--- src/rtl/prg_cache.sv ---
// Direct-mapped word cache between the cartridge CPU bus and one SDRAM controller port.
// Optional next-word prefetch is enabled by defining PRG_CACHE_PREFETCH_EN.
module prg_cache #(
    parameter int ADDR_BITS  = 23,
    parameter int LINES      = 4,
    parameter int RD_LATENCY = 6
) (
    input  logic                 clk,
    input  logic                 rst_n,
    output logic                 ram_req,
    output logic                 ram_we,
    output logic [ADDR_BITS-2:0] ram_address,
    output logic [15:0]          ram_data_write,
    output logic [1:0]           ram_wm,
    input  logic [15:0]          ram_data_read,
    input  logic [ADDR_BITS-1:0] addr,
    input  logic [7:0]           data_in,
    output logic [7:0]           data_out,
    input  logic                 oe,
    input  logic                 we
);

    localparam int WA_W  = ADDR_BITS - 1;
    localparam int IDX_W = $clog2(LINES);
    localparam int TAG_W = WA_W - IDX_W;
    localparam int CNT_W = $clog2(RD_LATENCY + 1);

`ifdef PRG_CACHE_PREFETCH_EN
    typedef enum logic [1:0] {IDLE, RD_WAIT, PF_WAIT} state_t;
`else
    typedef enum logic [1:0] {IDLE, RD_WAIT} state_t;
`endif

    state_t state, state_n;
    logic [CNT_W-1:0] cnt, cnt_n;
    logic [WA_W-1:0]  fill_addr, fill_addr_n;
    logic [3:0]       oe_sync, we_sync;

    logic                 rd_pend, wr_pend;
    logic [WA_W-1:0]      rd_pend_addr;
    logic [ADDR_BITS-1:0] wr_pend_addr;
    logic [7:0]           wr_pend_data;

    logic             line_valid [LINES];
    logic [TAG_W-1:0] line_tag   [LINES];
    logic [15:0]      line_data  [LINES];

    logic                 req_n, we_n;
    logic [WA_W-1:0]      address_n;
    logic [15:0]          dw_n;
    logic [1:0]           wm_n;
    logic                 fill_en, bw_en, bw_hi;

    logic                 rd_ev, wr_ev, svc_wr, svc_rd;
    logic                 wr_store, wr_remain, rd_store, rd_remain;
    logic [ADDR_BITS-1:0] wr_addr;
    logic [7:0]           wr_data;
    logic [WA_W-1:0]      rd_waddr, wr_waddr, cpu_waddr;
    logic                 rd_hit, wr_hit;
    logic [IDX_W-1:0]     rd_idx, wr_idx, fill_idx, cpu_idx;

    assign rd_ev = (oe_sync[3:1] == 3'b011);
    assign wr_ev = (we_sync[3:1] == 3'b100);

    // Pending events are serviced before new ones; a write always wins over a read.
    assign svc_wr = (state == IDLE) && !ram_req && (wr_pend || wr_ev);
    assign svc_rd = (state == IDLE) && !ram_req && !svc_wr && (rd_pend || rd_ev);

    assign wr_remain = wr_pend && !svc_wr;
    assign wr_store  = wr_ev && !(svc_wr && !wr_pend) && !wr_remain;
    assign rd_remain = rd_pend && !svc_rd;
    assign rd_store  = rd_ev && !(svc_rd && !rd_pend) && !rd_remain;

    assign wr_addr   = wr_pend ? wr_pend_addr : addr;
    assign wr_data   = wr_pend ? wr_pend_data : data_in;
    assign wr_waddr  = wr_addr[ADDR_BITS-1:1];
    assign rd_waddr  = rd_pend ? rd_pend_addr : addr[ADDR_BITS-1:1];
    assign cpu_waddr = addr[ADDR_BITS-1:1];

    assign rd_idx   = rd_waddr[IDX_W-1:0];
    assign wr_idx   = wr_waddr[IDX_W-1:0];
    assign fill_idx = fill_addr[IDX_W-1:0];
    assign cpu_idx  = cpu_waddr[IDX_W-1:0];

    assign rd_hit = line_valid[rd_idx] && (line_tag[rd_idx] == rd_waddr[WA_W-1:IDX_W]);
    assign wr_hit = line_valid[wr_idx] && (line_tag[wr_idx] == wr_waddr[WA_W-1:IDX_W]);

    assign data_out = addr[0] ? line_data[cpu_idx][15:8] : line_data[cpu_idx][7:0];

`ifdef PRG_CACHE_PREFETCH_EN
    logic [WA_W-1:0]  pf_addr;
    logic [IDX_W-1:0] pf_idx;
    logic             pf_hit;
    assign pf_addr = fill_addr + 1'b1;
    assign pf_idx  = pf_addr[IDX_W-1:0];
    assign pf_hit  = line_valid[pf_idx] && (line_tag[pf_idx] == pf_addr[WA_W-1:IDX_W]);
`endif

    always_comb begin
        state_n     = state;
        cnt_n       = cnt;
        fill_addr_n = fill_addr;
        req_n       = 1'b0;
        we_n        = ram_we;
        address_n   = ram_address;
        dw_n        = ram_data_write;
        wm_n        = ram_wm;
        fill_en     = 1'b0;
        bw_en       = 1'b0;
        bw_hi       = wr_addr[0];
        case (state)
            IDLE: begin
                if (svc_wr) begin
                    req_n     = 1'b1;
                    we_n      = 1'b1;
                    address_n = wr_waddr;
                    dw_n      = {wr_data, wr_data};
                    wm_n      = wr_addr[0] ? 2'b01 : 2'b10;
                    bw_en     = wr_hit;
                end else if (svc_rd && !rd_hit) begin
                    req_n       = 1'b1;
                    we_n        = 1'b0;
                    address_n   = rd_waddr;
                    wm_n        = 2'b00;
                    fill_addr_n = rd_waddr;
                    cnt_n       = CNT_W'(RD_LATENCY);
                    state_n     = RD_WAIT;
                end
            end
            default: begin
                if (cnt != '0) begin
                    cnt_n = cnt - 1'b1;
                end else begin
                    fill_en = 1'b1;
                    state_n = IDLE;
`ifdef PRG_CACHE_PREFETCH_EN
                    if (state == RD_WAIT && !pf_hit) begin
                        req_n       = 1'b1;
                        we_n        = 1'b0;
                        address_n   = pf_addr;
                        wm_n        = 2'b00;
                        fill_addr_n = pf_addr;
                        cnt_n       = CNT_W'(RD_LATENCY);
                        state_n     = PF_WAIT;
                    end
`endif
                end
            end
        endcase
    end

    always_ff @(posedge clk) begin
        if (!rst_n) begin
            state          <= IDLE;
            cnt            <= '0;
            fill_addr      <= '0;
            oe_sync        <= '0;
            we_sync        <= '0;
            rd_pend        <= 1'b0;
            rd_pend_addr   <= '0;
            wr_pend        <= 1'b0;
            wr_pend_addr   <= '0;
            wr_pend_data   <= '0;
            ram_req        <= 1'b0;
            ram_we         <= 1'b0;
            ram_address    <= '0;
            ram_data_write <= '0;
            ram_wm         <= '1;
        end else begin
            state          <= state_n;
            cnt            <= cnt_n;
            fill_addr      <= fill_addr_n;
            oe_sync        <= {oe_sync[2:0], oe};
            we_sync        <= {we_sync[2:0], we};
            ram_req        <= req_n;
            ram_we         <= we_n;
            ram_address    <= address_n;
            ram_data_write <= dw_n;
            ram_wm         <= wm_n;
            if (wr_store) begin
                wr_pend      <= 1'b1;
                wr_pend_addr <= addr;
                wr_pend_data <= data_in;
            end else begin
                wr_pend <= wr_remain;
            end
            if (rd_store) begin
                rd_pend      <= 1'b1;
                rd_pend_addr <= cpu_waddr;
            end else begin
                rd_pend <= rd_remain;
            end
        end
    end

    // Fill and write-hit never coincide: fills happen only in the wait states.
    always_ff @(posedge clk) begin
        if (!rst_n) begin
            for (int unsigned i = 0; i < unsigned'(LINES); i++) begin
                line_valid[i] <= 1'b0;
                line_tag[i]   <= '0;
                line_data[i]  <= '0;
            end
        end else begin
            if (fill_en) begin
                line_valid[fill_idx] <= 1'b1;
                line_tag[fill_idx]   <= fill_addr[WA_W-1:IDX_W];
                line_data[fill_idx]  <= ram_data_read;
            end
            if (bw_en) begin
                if (bw_hi) line_data[wr_idx][15:8] <= wr_data;
                else       line_data[wr_idx][7:0]  <= wr_data;
            end
        end
    end

endmodule

--- config.mk ---
export PLATFORM = sky130hd
export DESIGN_NAME = prg_cache
export DESIGN_NICKNAME = d
export VERILOG_FILES = /design/src/rtl/prg_cache.sv
export SDC_FILE = /design/constraint.sdc
export NUM_CORES = 1
export LEC_CHECK = 0
export CAP_MARGIN = 20
export CELL_PAD_IN_SITES_DETAIL_PLACEMENT = 1
export CELL_PAD_IN_SITES_GLOBAL_PLACEMENT = 1
export CORE_ASPECT_RATIO = 1.4
export CORE_MARGIN = 1.5
export CORE_UTILIZATION = 50
export DETAILED_ROUTE_END_ITERATION = 16
export PLACE_DENSITY = 0.89
export SETUP_SLACK_MARGIN = 0.3
export SLEW_MARGIN = 10
export SYNTH_ARGS = -nofsm -noshare
export SYNTH_HDL_FRONTEND = slang
export SYNTH_SLANG_ARGS = --single-unit
export TNS_END_PERCENT = 100
--- constraint.sdc ---
create_clock -name clk -period 5.8 [get_ports clk]
set_input_delay 0.58 -clock clk [delete_from_list [all_inputs] [get_ports clk]]
set_output_delay 0.58 -clock clk [all_outputs]
set_load 0.02 [all_outputs]
==> results by group <==
Status
  • Status: completed

Clock network
  • CTS clk-pin slew, worst paths: 0.06 ns
  • Worst-Skew Late Latency: 0.58 ns
  • Root Driver: clkbuf_16
  • CTS tree: built
  • # Post-CTS Setup Buffers: 0
  • # clock sinks: 271
  • TritonCTS buffer count: 28
  • Post-CTS sizing: 0
  • Max clock buf depth: 3
  • Hold-fix buffers at CTS: 0
  • CTS H-tree lvls: 1

Finish
  • Proportion of layout cells with a drive suffix above 1: 13.7%
  • Area grow syn2layout: 16.4%
  • Antenna cells: 0
  • Final Instance Area: 16600 µm²
  • Fin nets: 1489

Logic synthesis
  • Post-synth top cells: edfxtp_1 (145), nand2_1 (133), dfxtp_1 (126)
  • EDFF count, synth: 145
  • Cell taking the most area after synthesis: edfxtp_1
  • #FFs+latches synth: 271
  • Synth top area cells: edfxtp_1 (31%), dfxtp_1 (18%), mux2i_1 (8.7%)
  • Top cell type's share of synthesized area: 30.6%
  • Synth unique cells: 74
  • Area of the mapped netlist: 14200 µm²
  • Syn nets: 1416
  • FFs w/ async S/R, synth: 0%
  • Cell count after synthesis: 1363
  • Syn avg cell area: 10.4 µm²
  • Synth warn: 0
  • Ys flop type: edfxtp_1
  • Most frequent cell after synthesis: edfxtp_1
  • Register area share after synthesis: 48.3%

Timing
  • RSZ-0062 raised after global routing: no
  • Worst-Margin Slew: 1.17 ns
  • Setup Skew: 0.0342 ns
  • Final setup TNS: 0 ns
  • Final setup viols: 0
  • Final Hold Viols: 0
  • Fin crit period: 4.97 ns
  • Fin crit share: 85.7%
  • Max-slew violations: 0
  • Slew margin rel.: 21.7%
  • Fmax: 201 MHz

Drt
  • Routed Antenna Nets: 0
  • Initial DRC Count: 1173
  • Vias per Instance: 6.67
  • DRT Wirelength: 55.2 mm
  • Vias post-DR: 12179
  • Wire length per cell: 30.2 µm
  • DR DRC count: 0
  • First-pass DRT Iterations: 5

Place
  • Cell Area, Placed: 15600 µm²
  • Port buffer count: 100
  • HPWL reported at the end of detailed placement: 38.4 mm
  • Placer Congestion: 1.04

Global route
  • Largest net degree at the start of global routing: 82
  • Initial antenna violation count: 0
  • Vias in the first global route: 12966
  • GR Util All Layers: 36.8%
  • Grt ovf: 0
  • First-pass GRT wire length: 81.4 mm

Setup path
  • CP required: 6.26 ns
  • WP buf/inv: 3
  • R2R cell count: 12
  • Critical path cell sequence: buf_4 -> mux2i_2 -> mux4_2 -> o2bb2ai_1 -> a311o_1 -> a2111oi_0 -> and4_1 -> buf_4 -> or2_1 -> buf_4 -> nor4_1 -> a221o_1
  • Most frequent CP cell: buf_4
  • Worst setup SP type: flip-flop
  • Kind of cell adding the most delay to the critical path: compound AO/OA/AOI/OAI gates
  • Critical Path Sink Type: flip-flop
  • Worst path slowest cell: dfxtp_1
  • WP depth: 12
  • Crit Path Category: reg -> reg
  • CP max FO: 31
  • CP peak stage delay: 0.73 ns
  • Arrival @ worst endpoint: 5.43 ns

Die
  • Initial Utilization: 51.1%
  • Die area: 29500 µm²
  • Std-Cell Rows: 72
  • Die height: 203 µm
  • Io pins: 101
  • Die X: 146 µm
  • Core box area: 27800 µm²

Power
  • Leakage: 0.00633 µW
  • Worst VDD drop: 0.240 mV
  • Power per cell area: 260 nW/µm²

Worst hold path
  • WHS Path Cells: 2
  • Worst min path class: reg -> reg

Flow run
  • Max Cap Viol: 0
==> layout by cell type (no fill, tap or decap), drive strengths merged, types with 32 or more instances in the layout <==
cell type	synthesis	final
edfxtp	145	145
nand2	134	134
mux2i	127	127
dfxtp	126	126
nor2	104	104
clkdlybuf4s50	0	98
a21oi	88	88
and3	62	62
buf	53	55
mux2	54	54
o21ai	49	49
clkbuf	57	40
a211oi	34	34
and2	32	32
==> per-layer routing <==
layer / global-route usage (%) / vias up / wire [µm]
li1: - / 5233 / -
met1: 41.5 / 6077 / 19600
met2: 63.8 / 671 / 27400
met3: 4.52 / 198 / 3680
met4: 27.6 / 0 / 4570
met5: 0 / - / 0
==> worst register-to-register path, delay by kind of cell (launching register included) <==
| family | cells | cell delay [ns] |
|---|---|---|
| AOI/OAI and AO/OA | 4 | 1.43 |
| muxes | 2 | 1.22 |
| and+or+nand+nor | 3 | 0.60 |
| buffers and inverters | 3 | 0.88 |
| DFF | 1 | 0.73 |
==> registers in the layout, indices dropped and copies added (netlist names), 8 cells and up <==
register        count
ram_address        22
wr_pend_data        8
line_tag           80
fill_addr          22
wr_pend_addr       23
line_data          64
rd_pend_addr       22
ram_data_write      8
==> through the flow <==
stage	worst slack [ns]	hold slack [ns]	total power, µW	utilization (%)	instances
detailed placement	0.635	0.422	2570	56.1	1774
floorplan	1.70	0.412	2360	-	1363
CTS	0.848	0.448	4290	59.3	1825
global placement	0.646	0.419	2560	56.1	1773
finish	0.828	0.481	4300	59.5	1827
global route	0.717	0.500	4390	59.5	1827
==> worst paths after layout <==
kind                                                      start                               to  slack (ns)
worst min-delay path            ram_data_write[12]$_SDFFE_PN0P_  ram_data_write[12]$_SDFFE_PN0P_        0.48
worst max register to register               rd_pend$_SDFF_PN0_     ram_address[12]$_SDFFE_PN0P_        0.83
worst max-delay path                         rd_pend$_SDFF_PN0_     ram_address[12]$_SDFFE_PN0P_        0.83
worst min register to register  ram_data_write[12]$_SDFFE_PN0P_  ram_data_write[12]$_SDFFE_PN0P_        0.48
==> final cells by class <==
type	instances	area, µm²
Clock buffer	40	806
Clock inverter	11	73.8
Fill cell	2949	11300
Inverter	29	109
Multi-Input combinational cell	953	6790
Sequential cell	271	6880
Tap cell	370	463
Timing Repair Buffer	153	1430
==> cells by family after synthesis <==
family	Yosys count	synth area share, %
AO/OA/AOI/OAI	315	14.9
buffers and inverters	139	4.42
AND/OR/NAND/NOR	413	14.0
multiplexers	204	17.0
flip-flops	271	48.3
XOR/XNOR	19	1.17
adder cells (fa/ha/maj)	2	0.176
==> power by group <==
part | total (µW) | internal (µW) | switching, µW | leakage (µW)
logic | 455 | 176 | 279 | 0.00338
registers | 2090 | 2060 | 32.0 | 0.00251
clock network | 1750 | 967 | 785 | 0.000429
total | 4300 | 3200 | 1100 | 0.00633
No activity file was read; power rests on OpenSTA's default activity.
